$ cat config.mk
export PLATFORM = sky130hd
export DESIGN_NAME = bsg_fifo_1r1w_sync_mem
export DESIGN_NICKNAME = d
export VERILOG_FILES = /design/src/rtl/bsg_fifo_1r1w_sync_mem.sv
export SDC_FILE = /design/constraint.sdc
export NUM_CORES = 1
export LEC_CHECK = 0
export ABC_AREA = 1
export CAP_MARGIN = 20
export CORE_MARGIN = 1.5
export CORE_UTILIZATION = 45
export DETAILED_ROUTE_END_ITERATION = 7
export GPL_TIMING_DRIVEN = 0
export PLACE_DENSITY = 0.72
export SYNTH_ARGS = -nofsm -noshare
export SYNTH_HDL_FRONTEND = slang
export SYNTH_HIERARCHICAL = 1
export SYNTH_SLANG_ARGS = --single-unit
$ cat constraint.sdc
create_clock -name clk_i -period 3.9 [get_ports clk_i]
set_input_delay 0.39 -clock clk_i [delete_from_list [all_inputs] [get_ports clk_i]]
set_output_delay 0.39 -clock clk_i [all_outputs]
set_load 0.02 [all_outputs]
$ cat src/rtl/bsg_fifo_1r1w_sync_mem.sv
// bsg_fifo_1r1w_sync_mem
//   Ready/valid-in, valid/yumi-out FIFO wrapped around a 1r1w synchronous
//   RAM. The controller owns the RAM pointers and occupancy. A one-entry
//   output stage hides the RAM's one-cycle read latency. Total capacity is
//   els_p (RAM) + 1 (output stage).
//
//   Optional build macro: BSG_FIFO_SYNC_MEM_BYPASS_EN
//     When defined, a write into an otherwise empty FIFO goes straight to
//     the output stage. This gives a 1-cycle empty-to-valid latency instead
//     of 2 cycles.
//
//   Ports
//     clk_i    : clock, rising edge
//     reset_i  : synchronous, active-high reset
//     v_i      : input valid
//     data_i   : input data [width_p]
//     ready_o  : can accept; a write happens iff v_i & ready_o
//     v_o      : data_o holds the head element
//     data_o   : head element [width_p]
//     yumi_i   : consumer takes the head this cycle (only while v_o=1)

`ifndef BSG_SAFE_CLOG2
`define BSG_SAFE_CLOG2(x) (((x) == 1) ? 1 : $clog2(x))
`endif

// Behavioural 1r1w synchronous RAM. r_data_o is registered and only
// updates on r_v_i, so it is not guaranteed to hold a value across reads.
module bsg_mem_1r1w_sync #(
  parameter int width_p       = 8,
  parameter int els_p         = 16,
  parameter int harden_p      = 1,
  parameter int addr_width_lp = `BSG_SAFE_CLOG2(els_p)
) (
  input  logic                     clk_i,
  input  logic                     w_v_i,
  input  logic [addr_width_lp-1:0] w_addr_i,
  input  logic [width_p-1:0]       w_data_i,
  input  logic                     r_v_i,
  input  logic [addr_width_lp-1:0] r_addr_i,
  output logic [width_p-1:0]       r_data_o
);
  logic [width_p-1:0] r_mem [els_p];
  logic [width_p-1:0] r_data;

  // The hardened path is where a tech-mapped macro gets bound. Both
  // branches model the same behaviour, so simulation matches either way.
  if (harden_p != 0) begin : g_hard
    always_ff @(posedge clk_i) begin
      if (w_v_i) r_mem[w_addr_i] <= w_data_i;
      if (r_v_i) r_data <= r_mem[r_addr_i];
    end
  end else begin : g_soft
    always_ff @(posedge clk_i) begin
      if (w_v_i) r_mem[w_addr_i] <= w_data_i;
      if (r_v_i) r_data <= r_mem[r_addr_i];
    end
  end

  assign r_data_o = r_data;
endmodule

module bsg_fifo_1r1w_sync_mem #(
  parameter int width_p      = 8,
  parameter int els_p        = 16,
  parameter int harden_p     = 1,
  parameter int ptr_width_lp = `BSG_SAFE_CLOG2(els_p)
) (
  input  logic               clk_i,
  input  logic               reset_i,
  input  logic               v_i,
  input  logic [width_p-1:0] data_i,
  output logic               ready_o,
  output logic               v_o,
  output logic [width_p-1:0] data_o,
  input  logic               yumi_i
);
  localparam logic [ptr_width_lp:0] FULL_CNT = (ptr_width_lp+1)'(els_p);

  logic [ptr_width_lp-1:0] r_wptr, r_rptr;
  logic [ptr_width_lp:0]   r_count;
  logic                    r_out_v, r_hold_v;
  logic [width_p-1:0]      r_hold_data;

  logic               w_write, w_slot_free, w_read_issue, w_bypass, w_mem_w;
  logic [width_p-1:0] w_mem_data;

  assign ready_o = (r_count != FULL_CNT);
  assign w_write = v_i & ready_o;

  // The output stage can take a new element if it is empty or being drained.
  assign w_slot_free = ~r_out_v | yumi_i;

  // r_count does not yet include this cycle's write. Because of that, a
  // read never targets the address being written in the same cycle.
  assign w_read_issue = (r_count != '0) & w_slot_free;

`ifdef BSG_FIFO_SYNC_MEM_BYPASS_EN
  // With the RAM empty, an incoming element can go straight to the output
  // stage. The read issue path is idle here because r_count is 0.
  assign w_bypass = w_write & (r_count == '0) & w_slot_free;
`else
  assign w_bypass = 1'b0;
`endif

  assign w_mem_w = w_write & ~w_bypass;

  bsg_mem_1r1w_sync #(
    .width_p (width_p),
    .els_p   (els_p),
    .harden_p(harden_p)
  ) u_mem (
    .clk_i   (clk_i),
    .w_v_i   (w_mem_w),
    .w_addr_i(r_wptr),
    .w_data_i(data_i),
    .r_v_i   (w_read_issue),
    .r_addr_i(r_rptr),
    .r_data_o(w_mem_data)
  );

  always_ff @(posedge clk_i) begin
    if (reset_i) begin
      r_wptr   <= '0;
      r_rptr   <= '0;
      r_count  <= '0;
      r_out_v  <= 1'b0;
      r_hold_v <= 1'b0;
    end else begin
      if (w_mem_w)      r_wptr <= r_wptr + 1'b1;
      if (w_read_issue) r_rptr <= r_rptr + 1'b1;
      r_count  <= r_count + (ptr_width_lp+1)'(w_mem_w)
                          - (ptr_width_lp+1)'(w_read_issue);
      r_out_v  <= w_read_issue | w_bypass | (r_out_v & ~yumi_i);
      // After a read issue, the head comes from the RAM output for one
      // cycle. From then on it comes from the hold register.
      r_hold_v <= ~w_read_issue;
    end
  end

  // Datapath only: no reset needed. It captures RAM data in the first
  // cycle after a read, because the RAM output may change later.
  always_ff @(posedge clk_i) begin
    if (w_bypass)       r_hold_data <= data_i;
    else if (~r_hold_v) r_hold_data <= w_mem_data;
  end

  assign v_o    = r_out_v;
  assign data_o = r_hold_v ? r_hold_data : w_mem_data;

  a_yumi_needs_v: assert property (@(posedge clk_i) disable iff (reset_i)
    yumi_i |-> r_out_v);
  a_no_same_addr: assert property (@(posedge clk_i) disable iff (reset_i)
    !(w_mem_w && w_read_issue && (r_wptr == r_rptr)));
endmodule

Word-level counts from Yosys, hierarchy flattened
Memories as Yosys holds them, arrays and structs flattened. A register that Yosys moved wholly into a read port is not among the register bits.
Index checks and enable logic that the tools add are counted.
W data, S select, Z words.
{"block": "totals", "reg_bits": 23, "elab_cells": 24, "latchBits": 0, "mem_bits_rw": 128, "output_inout_bits": 10, "memories": 1, "rom_bits": 0}
{"block": "classes", "n_addsub": 4, "n_mux": 3, "eq_ne": 1, "shifts": 0, "mul": 0, "div_mod_pow": 0, "reduce_logical": 1, "n_lt_le_gt_ge": 0, "bitwise_logic": 8}
{"memory": "u_mem.r_mem", "words": 16, "word_bits": 8, "read_ports": 1, "rd_ports_with_merged_regs": 1, "write_ports": 1, "line": "42", "source": "logic [width_p-1:0] r_mem [els_p];"}
{"op": "$add A4 B1 Y4 const B", "n": 2}
{"op": "$mux W8", "n": 1}
{"op": "$add A5 B1 Y5", "n": 1}
{"op": "$ne A5 B5 Y1 const B", "n": 1}
{"op": "$reduce_bool A5 Y1", "n": 1}
{"op": "$sub A5 B1 Y5", "n": 1}
{"op": "$and A1 B1 Y1", "n": 3}
{"op": "$not A1 Y1", "n": 3}
{"op": "$mux W1", "n": 2}
{"op": "$or A1 B1 Y1", "n": 2}

Depth between registers and ports, before layout
{"block": "logic_depth", "depth_word": 4, "depth_mapped": 14, "depth_no_buf": 14}

Modules after synthesis
Netlist, hierarchy kept.
{"module": "bsg_mem_1r1w_sync", "instances": 1, "area_per_inst_um2": 5846.9, "seq_area_each_um2": 4083.9, "cells_per_inst": 551}
{"module": "bsg_fifo_1r1w_sync_mem", "instances": 1, "area_per_inst_um2": 1099.8, "seq_area_each_um2": 460.4, "cells_per_inst": 127}

Worst setup path after synthesis
Ideal clock, no wire load.
{"block": "synth_path", "path_type": "register to register", "from": "register r_count[2]", "to": "register r_count[4]", "path_stages_with_launch": 14, "period_less_slack_ns": 2.106, "setup_time_ns": 0.115, "required_ns": 3.785, "setup_slack_ns": 1.794, "t_arrival_ns": 1.991, "path_cell_list": "dfxtp_1 inv_1 ha_1 nand3_4 nand2_4 inv_4 nand2_4 nand2_2 ha_1 inv_1 fa_1 nand3b_1 a21oi_1 nor2_1"}
{"block": "synth_via", "elab_cells_between_ends": 6, "classes_between": "add/sub (2); eq/ne (1); bitwise (2); reduce/logical (1)"}
{"element": "start: declaration", "line": "80", "source": "logic [ptr_width_lp:0] r_count;"}
{"element": "start signal: assignment", "line": "131", "source": "r_count <= r_count + (ptr_width_lp+1)'(w_mem_w)"}
{"element": "$reduce_bool A5 Y1", "line": "95", "source": "assign w_read_issue = (r_count != '0) & w_slot_free;"}
{"element": "$and A1 B1 Y1", "line": "95"}
{"element": "net w_read_issue", "line": "84", "source": "logic w_write, w_slot_free, w_read_issue, w_bypass, w_mem_w;"}
{"element": "$sub A5 B1 Y5", "line": "132", "source": "- (ptr_width_lp+1)'(w_read_issue);"}
The timed path passes the listed nets, and every way through them passes these cells.
A chain may end at the register's enable or synchronous reset.

Worst setup path after layout
{"block": "layout_path", "from": "register r_count[2]", "to": "memory u_mem.r_mem[13][3] (enable)"}
{"block": "layout_via", "elab_chain_cells": 4}
{"element": "$ne A5 B5 Y1", "line": "87", "source": "assign ready_o = (r_count != FULL_CNT);"}
{"element": "$and A1 B1 Y1", "line": "88", "source": "assign w_write = v_i & ready_o;"}
{"element": "net w_mem_w", "line": "84"}
{"element": "$mux W1", "line": "49", "source": "if (w_v_i) r_mem[w_addr_i] <= w_data_i;"}
{"element": "$mux W1 (not written as such)", "line": "49"}
{"element": "end: declaration", "line": "42"}
The timed path passes the listed nets, and every way through them passes these cells.

==> flow_summary.toml <==
[setup_path]
arrival_ns = 2.53
cp_slowest_stage_delay_ns = 0.86
path_class = "reg -> reg"
cp.depth = 7
required_ns = 3.94
end_kind = "flip-flop"
worstPathCellList = "inv_1 -> ha_1 -> nand3_4 -> nand2_4 -> inv_2 -> nand3_1 -> nor2_1"
r2r-start = "r_count[2]$_SDFF_PP0_"
r2r_slack_ns = 1.41
r2r_end = "u_mem/r_mem[13][3]$_DFFE_PP_"
cp_top_family = "simple AND/OR/NAND/NOR gates"
cp_slowest_cell = "nor2_1"
cp-start-kind = "flip-flop"
endpoint = "u_mem/r_mem[13][3]$_DFFE_PP_"
cp_num_buf_inv = 2
reg2regPathDepth = 7
startpoint = "r_count[2]$_SDFF_PP0_"
path_max_fanout = 10

[place]
place_congestion = 0.8799
port_buffers = 21
pre_cts_slack_ns = 1.225
dp_hpwl_mm = 10.08

[global_route]
grt_pass1_wl_mm = 24.11
grt_busiest_layer = "met2"
grtUsageTotal = 0.2056
grt_start_max_net_pins = 17
grt_pass1_vias = 4388
met1_usage = 0.2647
grtUsageMet3 = 0.05779
grt_antenna_before_repair = 0
use_met2 = 0.3251
grt-ovfl-total = 0

[pwr]
ir_drop_uv = 422.1
p_leak_nw = 3.400
powerDensity_nw_per_um2 = 718.3
total_power_mw = 5.772

[clock_tree]
root_buffer = "clkbuf_16"
cts_tree = "yes"
cts_inserted_buffers = 17
clkTransAtPathRegs_ns = 0.06
h-tree-depth = 4
cts_resized = 0
cts_setup_buffers = 0
hold_buffers = 0
cts_sinks = 159
clockBufferDepth = 2
clkLatencyLatePin_ns = 0.43

[final_layout]
nNetsFinal = 738
final_common_cell = "nand2_1"
drive_above_1_share = 0.1067
syn_to_final_growth_pct = 15.69
n_antenna_cell = 0
mostFrequentLayoutCells = "nand2_1, edfxtp_1, inv_1"
n_fill_cell = 1271

[timing]
finalCriticalPeriod_ns = 2.488
totalNegativeSetupSlack_ns = 0
setup_ws_ns = 1.412
rsz0062_at_grt = "false"
worst_pin_slew_ns = 1.060
period_share = 0.6380
setup_viol = 0
report.final.slew_viol_count = 0
max_freq_mhz = 401.9
fin_skew_ns = 0.01093
slew_headroom = 0.2904
hold_viol_final = 0

[detailed_routing]
viasPerCell = 5.087
vias = 4675
wire_per_inst_um = 17.02
drc = 0
drt_iter0_markers = 400
ant_nets = 0
drt-pass1-iter-count = 5
wl_mm = 15.64

[logic_synthesis]
synth.avg_cell_area_um2 = 10.25
ys_types = 24
ys_ff_latch = 159
syn_nets = 698
syn_inst = 678
synth_seq_area_share = 0.6542
synth_warnings = 6
syn_area_um2 = 6947

[worst_hold_path]
hold_class = "reg -> reg"
min_path_cells = 1

[run_status]
status = "complete, no violations"

[die]
die-area_um2 = 16190
row_count = 45
die_h_um = 127.2
dieWidth_um = 127.2
io_pins = 22
core_um2 = 15150
initial_core_util = 0.4587

[flow_run]
maxCapViolations = 0
cell type report:
cell class,instances,area (um^2),area share
buffer,25,171.4,0.02133
multi-input combinational,375,1782,0.2217
inverter,119,449.2,0.05589
tap,188,235.2,0.02927
clock inverter,14,215.2,0.02678
timing repair buffer,21,210.2,0.02616
clock buffer,18,429.2,0.05340
sequential,159,4544,0.5655
routing by layer:
metal | share of wire | routed length [um]
met1 | 0.42 | 6528
met2 | 0.47 | 7378
met3 | 0.084 | 1316
met4 | 0.026 | 414
met5 | 0 | 0
worst register-to-register path: cells and delay by family (launching register included):
kind / cells / cell delay [ns]
and+or+nand+nor: 4 / 1.32
DFF: 1 / 0.34
adders and majority gates: 1 / 0.27
buffers and inverters: 2 / 0.19
cell families (layout without fill, tap and decap cells):
kind of cell / after synthesis / after routing / synth area share
muxes: 8 / 8 / 0.01297
xor gates and xnor gates: 1 / 1 / 0.001261
and+or+nand+nor: 345 / 345 / 0.2170
buffers and inverters: 144 / 197 / 0.08934
DFF: 159 / 159 / 0.6542
AOI/OAI and AO/OA: 13 / 13 / 0.009727
adders and majority gates: 8 / 8 / 0.01549
flip-flops by register name, summed over array words and instances (netlist names):
name and flops:
r_count 5, r_hold_data 8, r_hold_v 1, r_rptr 4, r_wptr 4, u_mem/r_data_o 8, u_mem/r_mem 128, v_o 1
stage by stage:
stage                     hold WS, ns  cell area, um^2    util  std cells
after floorplan                0.4567             6947       -        678
after detailed placement       0.4651             7392  0.4881        887
after global placement         0.4590             7392  0.4881        887
after global routing           0.4922             8036  0.5306        919
final                          0.4735             8036  0.5306        919
after CTS                      0.4792             8036  0.5306        919
cells in the mapped netlist:
cell type  instances  area (um^2)
a21boi_0           1        7.510
a21oi_1           12        60.06
buf_1              1        3.750
buf_2             14        70.07
buf_4              4        30.03
buf_6              6        67.56
dfxtp_1           23        460.4
edfxtp_1         136         4084
fa_1               1        20.02
ha_1               7        87.58
inv_1            112        420.4
inv_2              6        22.52
inv_4              1        6.260
mux2_2             8        90.09
nand2_1          189        709.4
nand2_2            2        12.51
nand2_4            3        33.78
nand3_1          109        545.5
nand3_4            2        35.03
nand3b_1           3        22.52
nor2_1            35        131.4
nor2_2             1        6.260
nor2_4             1        11.26
xor2_1             1        8.760
report_power, final:
group / internal, mW / switching, mW
combinational: 0.652 / 1.19
sequential: 2.05 / 0.0759
clock: 1.13 / 0.665
worst min path at each step:
stage	slack (ns)	endpoint	startpoint
global placement	0.46	r_hold_data[3]$_DFF_P_	r_hold_data[3]$_DFF_P_
floorplan	0.46	r_count[1]$_SDFF_PP0_	reset_i
finish	0.47	r_hold_data[6]$_DFF_P_	r_hold_data[6]$_DFF_P_
detailed placement	0.47	r_hold_data[6]$_DFF_P_	r_hold_data[6]$_DFF_P_
CTS	0.48	r_hold_data[6]$_DFF_P_	r_hold_data[6]$_DFF_P_
global route	0.49	r_hold_data[1]$_DFF_P_	r_hold_data[1]$_DFF_P_
No activity file was read; power rests on OpenSTA's default activity.
